<file path="src/rtl/wdg_supervisor_if.sv">
// Signal bundle between the watchdog recovery supervisor and its environment.
// The supervisor takes the slave side; the environment (or bench) takes the master side.
interface wdg_supervisor_if;
    logic       enable;
    logic       wdg_in;
    logic       wdt_error;
    logic       clear_lock;
    logic       wdg_sync;
    logic       pulso;
    logic       wdt_reset_n;
    logic       sys_rst;
    logic [3:0] fault_cnt;
    logic       lockout;
    logic [2:0] state;

    modport slave (
        input  enable, wdg_in, wdt_error, clear_lock,
        output wdg_sync, pulso, wdt_reset_n, sys_rst, fault_cnt, lockout, state
    );

    modport master (
        output enable, wdg_in, wdt_error, clear_lock,
        input  wdg_sync, pulso, wdt_reset_n, sys_rst, fault_cnt, lockout, state
    );
endinterface

</file>
<file path="src/rtl/wdg_supervisor.sv">
// Recovery sequencer around the watchdog timer: makes the sampling tick,
// arms/clears the timer, synchronizes the heartbeat, drives a timed recovery
// reset into the monitored system and locks out after repeated faults.
module wdg_supervisor #(
    parameter int TICK_DIV      = 50,
    parameter int RST_CYCLES    = 16,
    parameter int HOLDOFF_TICKS = 8,
    parameter int MAX_FAULTS    = 3,
    parameter int GOOD_TICKS    = 64
) (
    input  logic            clk,
    input  logic            reset,
    wdg_supervisor_if.slave bus
);
    typedef enum logic [2:0] {
        IDLE    = 3'd0,
        ARM     = 3'd1,
        RUN     = 3'd2,
        RECOVER = 3'd3,
        HOLDOFF = 3'd4,
        LOCKOUT = 3'd5
    } state_t;

    localparam int PW = (TICK_DIV > 1) ? $clog2(TICK_DIV) : 1;
    localparam int GW = $clog2(GOOD_TICKS + 1);
    localparam int HW = $clog2(HOLDOFF_TICKS + 1);
    localparam int RW = $clog2(RST_CYCLES + 1);

    localparam logic [PW-1:0] PRESC_MAX = PW'(TICK_DIV - 1);
    localparam logic [GW-1:0] GOOD_MAX  = GW'(GOOD_TICKS - 1);
    localparam logic [HW-1:0] HOLD_MAX  = HW'(HOLDOFF_TICKS - 1);
    localparam logic [RW-1:0] RST_MAX   = RW'(RST_CYCLES - 1);
    localparam logic [3:0]    FAULT_LIM = 4'(MAX_FAULTS);

    state_t        state_reg, state_next;
    logic [3:0]    fault_reg, fault_next;
    logic [PW-1:0] presc_reg, presc_next;
    logic [GW-1:0] good_reg;
    logic [HW-1:0] hold_reg;
    logic [RW-1:0] rst_cnt_reg;
    logic          sync1_reg, sync2_reg;
    logic          pulso_reg, wdt_reset_n_reg, sys_rst_reg, lockout_reg;

    logic       presc_run;
    logic       tick;
    logic [3:0] fault_inc;

    assign presc_run = (state_reg == RUN) || (state_reg == HOLDOFF);
    assign tick      = presc_run && (presc_reg == PRESC_MAX);
    assign fault_inc = (fault_reg == 4'hF) ? 4'hF : fault_reg + 4'd1;

    // Next-state and fault-count decision; enable=0 outranks a fault, a fault
    // outranks the good-tick clear, and LOCKOUT only listens to clear_lock.
    always_comb begin
        state_next = state_reg;
        fault_next = fault_reg;
        case (state_reg)
            IDLE: begin
                if (bus.enable) state_next = ARM;
            end
            ARM: begin
                state_next = bus.enable ? RUN : IDLE;
            end
            RUN: begin
                if (!bus.enable) begin
                    state_next = IDLE;
                end else if (bus.wdt_error) begin
                    fault_next = fault_inc;
                    state_next = (fault_inc == FAULT_LIM) ? LOCKOUT : RECOVER;
                end else if (tick && good_reg == GOOD_MAX) begin
                    fault_next = 4'd0;
                end
            end
            RECOVER: begin
                if (!bus.enable)              state_next = IDLE;
                else if (rst_cnt_reg == RST_MAX) state_next = HOLDOFF;
            end
            HOLDOFF: begin
                if (!bus.enable)                     state_next = IDLE;
                else if (tick && hold_reg == HOLD_MAX) state_next = ARM;
            end
            LOCKOUT: begin
                if (bus.clear_lock) begin
                    state_next = IDLE;
                    fault_next = 4'd0;
                end
            end
            default: state_next = IDLE;
        endcase

        // Prescaler only free-runs while staying in RUN or HOLDOFF.
        if (presc_run && state_next == state_reg && presc_reg != PRESC_MAX)
            presc_next = presc_reg + PW'(1);
        else
            presc_next = '0;
    end

    // State, counters, synchronizer and registered outputs.
    always_ff @(posedge clk or posedge reset) begin
        if (reset) begin
            state_reg       <= IDLE;
            fault_reg       <= 4'd0;
            presc_reg       <= '0;
            good_reg        <= '0;
            hold_reg        <= '0;
            rst_cnt_reg     <= '0;
            sync1_reg       <= 1'b0;
            sync2_reg       <= 1'b0;
            pulso_reg       <= 1'b0;
            wdt_reset_n_reg <= 1'b0;
            sys_rst_reg     <= 1'b0;
            lockout_reg     <= 1'b0;
        end else begin
            state_reg <= state_next;
            fault_reg <= fault_next;
            presc_reg <= presc_next;

            if (state_reg == ARM)
                good_reg <= '0;
            else if (state_reg == RUN && state_next == RUN && tick)
                good_reg <= (good_reg == GOOD_MAX) ? '0 : good_reg + GW'(1);

            if (state_next != HOLDOFF) hold_reg <= '0;
            else if (tick)             hold_reg <= hold_reg + HW'(1);

            if (state_reg == RECOVER && state_next == RECOVER)
                rst_cnt_reg <= rst_cnt_reg + RW'(1);
            else
                rst_cnt_reg <= '0;

            sync1_reg <= bus.wdg_in;
            sync2_reg <= sync1_reg;

            // Outputs follow the upcoming state so they line up with it.
            pulso_reg       <= (state_next == RUN) && (presc_next == PRESC_MAX);
            wdt_reset_n_reg <= (state_next == RUN);
            sys_rst_reg     <= (state_next == RECOVER) || (state_next == LOCKOUT);
            lockout_reg     <= (state_next == LOCKOUT);
        end
    end

    assign bus.wdg_sync    = sync2_reg;
    assign bus.pulso       = pulso_reg;
    assign bus.wdt_reset_n = wdt_reset_n_reg;
    assign bus.sys_rst     = sys_rst_reg;
    assign bus.fault_cnt   = fault_reg;
    assign bus.lockout     = lockout_reg;
    assign bus.state       = state_reg;
endmodule

</file>
<file path="src/flat_wrapper.sv">
// flat-port wrapper written by rule: the top's interface ports become plain ports
module wdg_supervisor_flat 
#(
    parameter int TICK_DIV      = 50,
    parameter int RST_CYCLES    = 16,
    parameter int HOLDOFF_TICKS = 8,
    parameter int MAX_FAULTS    = 3,
    parameter int GOOD_TICKS    = 64
)
  (clk, reset, bus_enable, bus_wdg_in, bus_wdt_error, bus_clear_lock, bus_wdg_sync, bus_pulso, bus_wdt_reset_n, bus_sys_rst, bus_fault_cnt, bus_lockout, bus_state);
  wdg_supervisor_if bus_i ();
  input  logic clk;
  input  logic reset;
  input wire logic [$bits(bus_i.enable)-1:0] bus_enable;
  input wire logic [$bits(bus_i.wdg_in)-1:0] bus_wdg_in;
  input wire logic [$bits(bus_i.wdt_error)-1:0] bus_wdt_error;
  input wire logic [$bits(bus_i.clear_lock)-1:0] bus_clear_lock;
  output wire logic [$bits(bus_i.wdg_sync)-1:0] bus_wdg_sync;
  output wire logic [$bits(bus_i.pulso)-1:0] bus_pulso;
  output wire logic [$bits(bus_i.wdt_reset_n)-1:0] bus_wdt_reset_n;
  output wire logic [$bits(bus_i.sys_rst)-1:0] bus_sys_rst;
  output wire logic [$bits(bus_i.fault_cnt)-1:0] bus_fault_cnt;
  output wire logic [$bits(bus_i.lockout)-1:0] bus_lockout;
  output wire logic [$bits(bus_i.state)-1:0] bus_state;
  assign bus_i.enable = bus_enable;
  assign bus_i.wdg_in = bus_wdg_in;
  assign bus_i.wdt_error = bus_wdt_error;
  assign bus_i.clear_lock = bus_clear_lock;
  assign bus_wdg_sync = bus_i.wdg_sync;
  assign bus_pulso = bus_i.pulso;
  assign bus_wdt_reset_n = bus_i.wdt_reset_n;
  assign bus_sys_rst = bus_i.sys_rst;
  assign bus_fault_cnt = bus_i.fault_cnt;
  assign bus_lockout = bus_i.lockout;
  assign bus_state = bus_i.state;
  wdg_supervisor #(.TICK_DIV(TICK_DIV), .RST_CYCLES(RST_CYCLES), .HOLDOFF_TICKS(HOLDOFF_TICKS), .MAX_FAULTS(MAX_FAULTS), .GOOD_TICKS(GOOD_TICKS)) u_core (.clk(clk), .reset(reset), .bus(bus_i));
endmodule
</file>
<file path="config.mk">
export PLATFORM = sky130hd
export DESIGN_NAME = wdg_supervisor_flat
export DESIGN_NICKNAME = d
export VERILOG_FILES = /design/src/rtl/wdg_supervisor_if.sv /design/src/rtl/wdg_supervisor.sv /design/src/flat_wrapper.sv
export SDC_FILE = /design/constraint.sdc
export NUM_CORES = 1
export LEC_CHECK = 0
export ABC_AREA = 1
export BUFFER_PORTS_ARGS = -buffer_cell sky130_fd_sc_hd__clkbuf_2
export CAP_MARGIN = 20
export CORE_ASPECT_RATIO = 0.7
export CORE_MARGIN = 1
export CORE_UTILIZATION = 40
export CTS_CLUSTER_DIAMETER = 80
export DETAILED_ROUTE_END_ITERATION = 6
export HOLD_SLACK_MARGIN = 0.08
export PLACE_DENSITY = 0.66
export SLEW_MARGIN = 20
export SYNTH_ARGS = -nofsm -noshare
export SYNTH_HDL_FRONTEND = slang
export SYNTH_SLANG_ARGS = --single-unit
</file>
<file path="constraint.sdc">
create_clock -name clk -period 1.5 [get_ports clk]
set_input_delay 0.075 -clock clk [delete_from_list [all_inputs] [get_ports clk]]
set_output_delay 0.075 -clock clk [all_outputs]
set_load 0.05 [all_outputs]
</file>
==> flow_summary.json <==
{
  "status": "complete, but fails checks",
  "violations": "setup timing",
  "htreeDepth": 2,
  "yosysUniqueCellTypes": 27,
  "combPwrFrac_pct": 41.4,
  "worstSetupPathType": "flop to flop",
  "drt_pass1_iterations": 4,
  "syn_nets": 233,
  "grt_usage_pct": 16.5,
  "ys_top_cells_by_count": "nand2_1 (40), dfrtp_1 (35), nor2_1 (31)",
  "ctsRootBufferMaster": "clkbuf_8",
  "clock_path_buffers": 2,
  "sw_frac_of_total_pct": 41.3,
  "hold_path.class": "input pin to flop",
  "cp-end-kind": "flop",
  "internal_power_uw": 2030,
  "leakagePower_uw": 0.00120,
  "numCtsBuffers": 5,
  "p_clk_share_pct": 24.5,
  "clock_sinks": 35,
  "ys.warnings.count": 0,
  "ys_ff_latch": 35,
  "power_frac_seq_pct": 34.1,
  "start_util_pct": 42.1,
  "r2r_cells": 10,
  "grt_pass1_vias": 1418,
  "clk_pin_slew_ps": 70,
  "avgSynthCellArea_sq_um": 8.43,
  "netlist_area_sq_um": 1850,
  "ys_async_sr_fraction_pct": 100,
  "grt_overflow": 0,
  "wire_per_inst_um": 11.5,
  "final_max_slew_viol_count": 0,
  "clock_skew_ps": 6.17,
  "maxSlewHeadroom_pct": 70.8,
  "diodes": 0,
  "power_density_nw_per_um2": 1380,
  "synth_ff_type": "dfrtp_1",
  "crit_fanout": 4,
  "core_sq_um": 4400,
  "wl_um": 3750,
  "timing.max_cap.violations": 0,
  "cts_tree": "done",
  "vias": 1556,
  "ant_nets": 0,
  "initialDrtViolationCount": 62,
  "drive_gt1_share_pct": 43.7,
  "rsz0062_at_grt": "yes",
  "p_sw_uw": 1430,
  "cp-start-kind": "flop",
  "drc": 0,
  "vias_per_cell": 4.79,
  "min_period_over_period_pct": 104,
  "worstPathRequired_ps": 1680,
  "synth_edf_count": 0,
  "hpwl_um": 2660,
  "finalWorstSetupSlack_ps": -54.1,
  "grt_pass1_wl_um": 6130,
  "portBuffers": 17,
  "tightest_slew_ps": 437,
  "gp_congestion": 0.855,
  "grt_antenna_before_repair": 0,
  "tns_ps": -567,
  "synthTopCellsByArea": "dfrtp_1 (47%), nand2_1 (8.1%), nor2_1 (6.3%)",
  "die_y_um": 59.0,
  "grt_max_degree": 36,
  "die_w_um": 83.4,
  "peakVddDrop_v": 0.000976,
  "syn_inst": 220,
  "max_freq_mhz": 643,
  "io_pins": 18,
  "holdPathStages": 3,
  "largest_register_ffs": 7,
  "dp.cells": 308,
  "period_needed_ps": 1550,
  "worstPathArrival_ps": 1740,
  "setup_viol": 18,
  "synth.most_common_cell": "nand2_1",
  "clk_latency_ps": 290,
  "die_area_sq_um": 4920,
  "syn2layout_area_growth_pct": 35.5,
  "yosysSeqAreaShare_pct": 47.2,
  "synth_top_area_share_pct": 47.2,
  "synth_top_cell_by_area": "dfrtp_1",
  "instances_no_fill": 325,
  "hold_viol": 0,
  "rows": 20,
  "nets": 282
}
[area by class of cell]
type / instances / area, sq um
clock buffer: 6 / 72.6
clock inverter: 2 / 37.5
fill: 393 / 1890
inverter: 32 / 125
multi-input combinational: 153 / 1040
sequential: 35 / 882
tap: 55 / 68.8
timing repair buffer: 42 / 290
[layer usage]
layer / GRT usage (%) / share of wire, %
met5: 0 / 0
met4: 6.65 / 1.2
met3: 4.49 / 2.7
met2: 25.9 / 44
met1: 22.0 / 52
[path summary, 6_finish.rpt]
path                                           endpoint           startpoint  slack [ps]
worst max-delay path                 u_core.hold_reg[2]  u_core.presc_reg[1]         -50
worst min-delay path                u_core.bus.state[1]           bus_enable         160
worst max register to register       u_core.hold_reg[2]  u_core.presc_reg[1]         -50
worst min register to register      u_core.bus.wdg_sync     u_core.sync1_reg         350
max in group asynchronous       u_core.bus.fault_cnt[0]                reset         760
min in group asynchronous            u_core.good_reg[3]                reset         400
[through the flow]
| step | area (sq um) | utilization (%) | hold WS (ps) | power [uW] | setup WS (ps) |
|---|---|---|---|---|---|
| floorplan | 1900 | - | 106 | 2160 | -78.9 |
| global placement | 2180 | 49.5 | 184 | 2480 | -90.1 |
| detailed placement | 2180 | 49.5 | 181 | 2490 | -158 |
| CTS | 2410 | 54.6 | 105 | 3410 | -97.6 |
| global route | 2510 | 57.0 | 162 | 3660 | -186 |
| finish | 2510 | 57.0 | 155 | 3460 | -54.1 |
[power by group through the flow]
stage | Combinational [uW] | Clock, uW | Sequential (uW)
after global routing | 1570 | 906 | 1190
after global placement | 1290 | 0 | 1180
after CTS | 1370 | 873 | 1170
after detailed placement | 1300 | 0 | 1180
after floorplan | 680 | 0 | 1480
final | 1430 | 847 | 1180
[worst max-delay path, stage by stage, from the launching register on]
cell     delay [ps]
dfrtp_1         380
inv_1            60
ha_2            160
nand3_2         100
nor2_4          180
nand3_2         100
buf_4           140
nand2_1          90
a21oi_4          80
nand2_2         100
nor2_1           50
[kinds of logic (layout without fill, tap and decap cells)]
group                      Yosys count  after routing  synth area share, %
adders and majority gates            7              7                 4.72
DFF                                 35             35                 47.2
AOI/OAI and AO/OA                   19             19                 7.15
xor gates and xnor gates             8              8                 3.78
and+or+nand+nor                    119            119                 30.6
buffers and inverters               32             82                 6.48
[placed cells by master, fill, tap and decap left out, types with 7 or more instances in the layout]
master	Yosys	routed
inv_1	28	22
nand3_1	21	16
nor2_4	3	7
inv_2	4	8
nor2_2	5	10
nand2_2	5	13
buf_4	0	22
clkbuf_2	0	17
xor2_1	7	7
nand2_1	40	30
nand3_2	2	7
dfrtp_1	35	30
nor2_1	31	22
[timing repair]
action                     4_1_cts  5_1_grt
buffers inserted                 3        4
hold buffers                     2        0
pin swaps                       18       15
resized for setup               22       21
setup endpoints to repair       24       30
hold endpoints to repair        36        0
(Power assumes the default switching activity.)
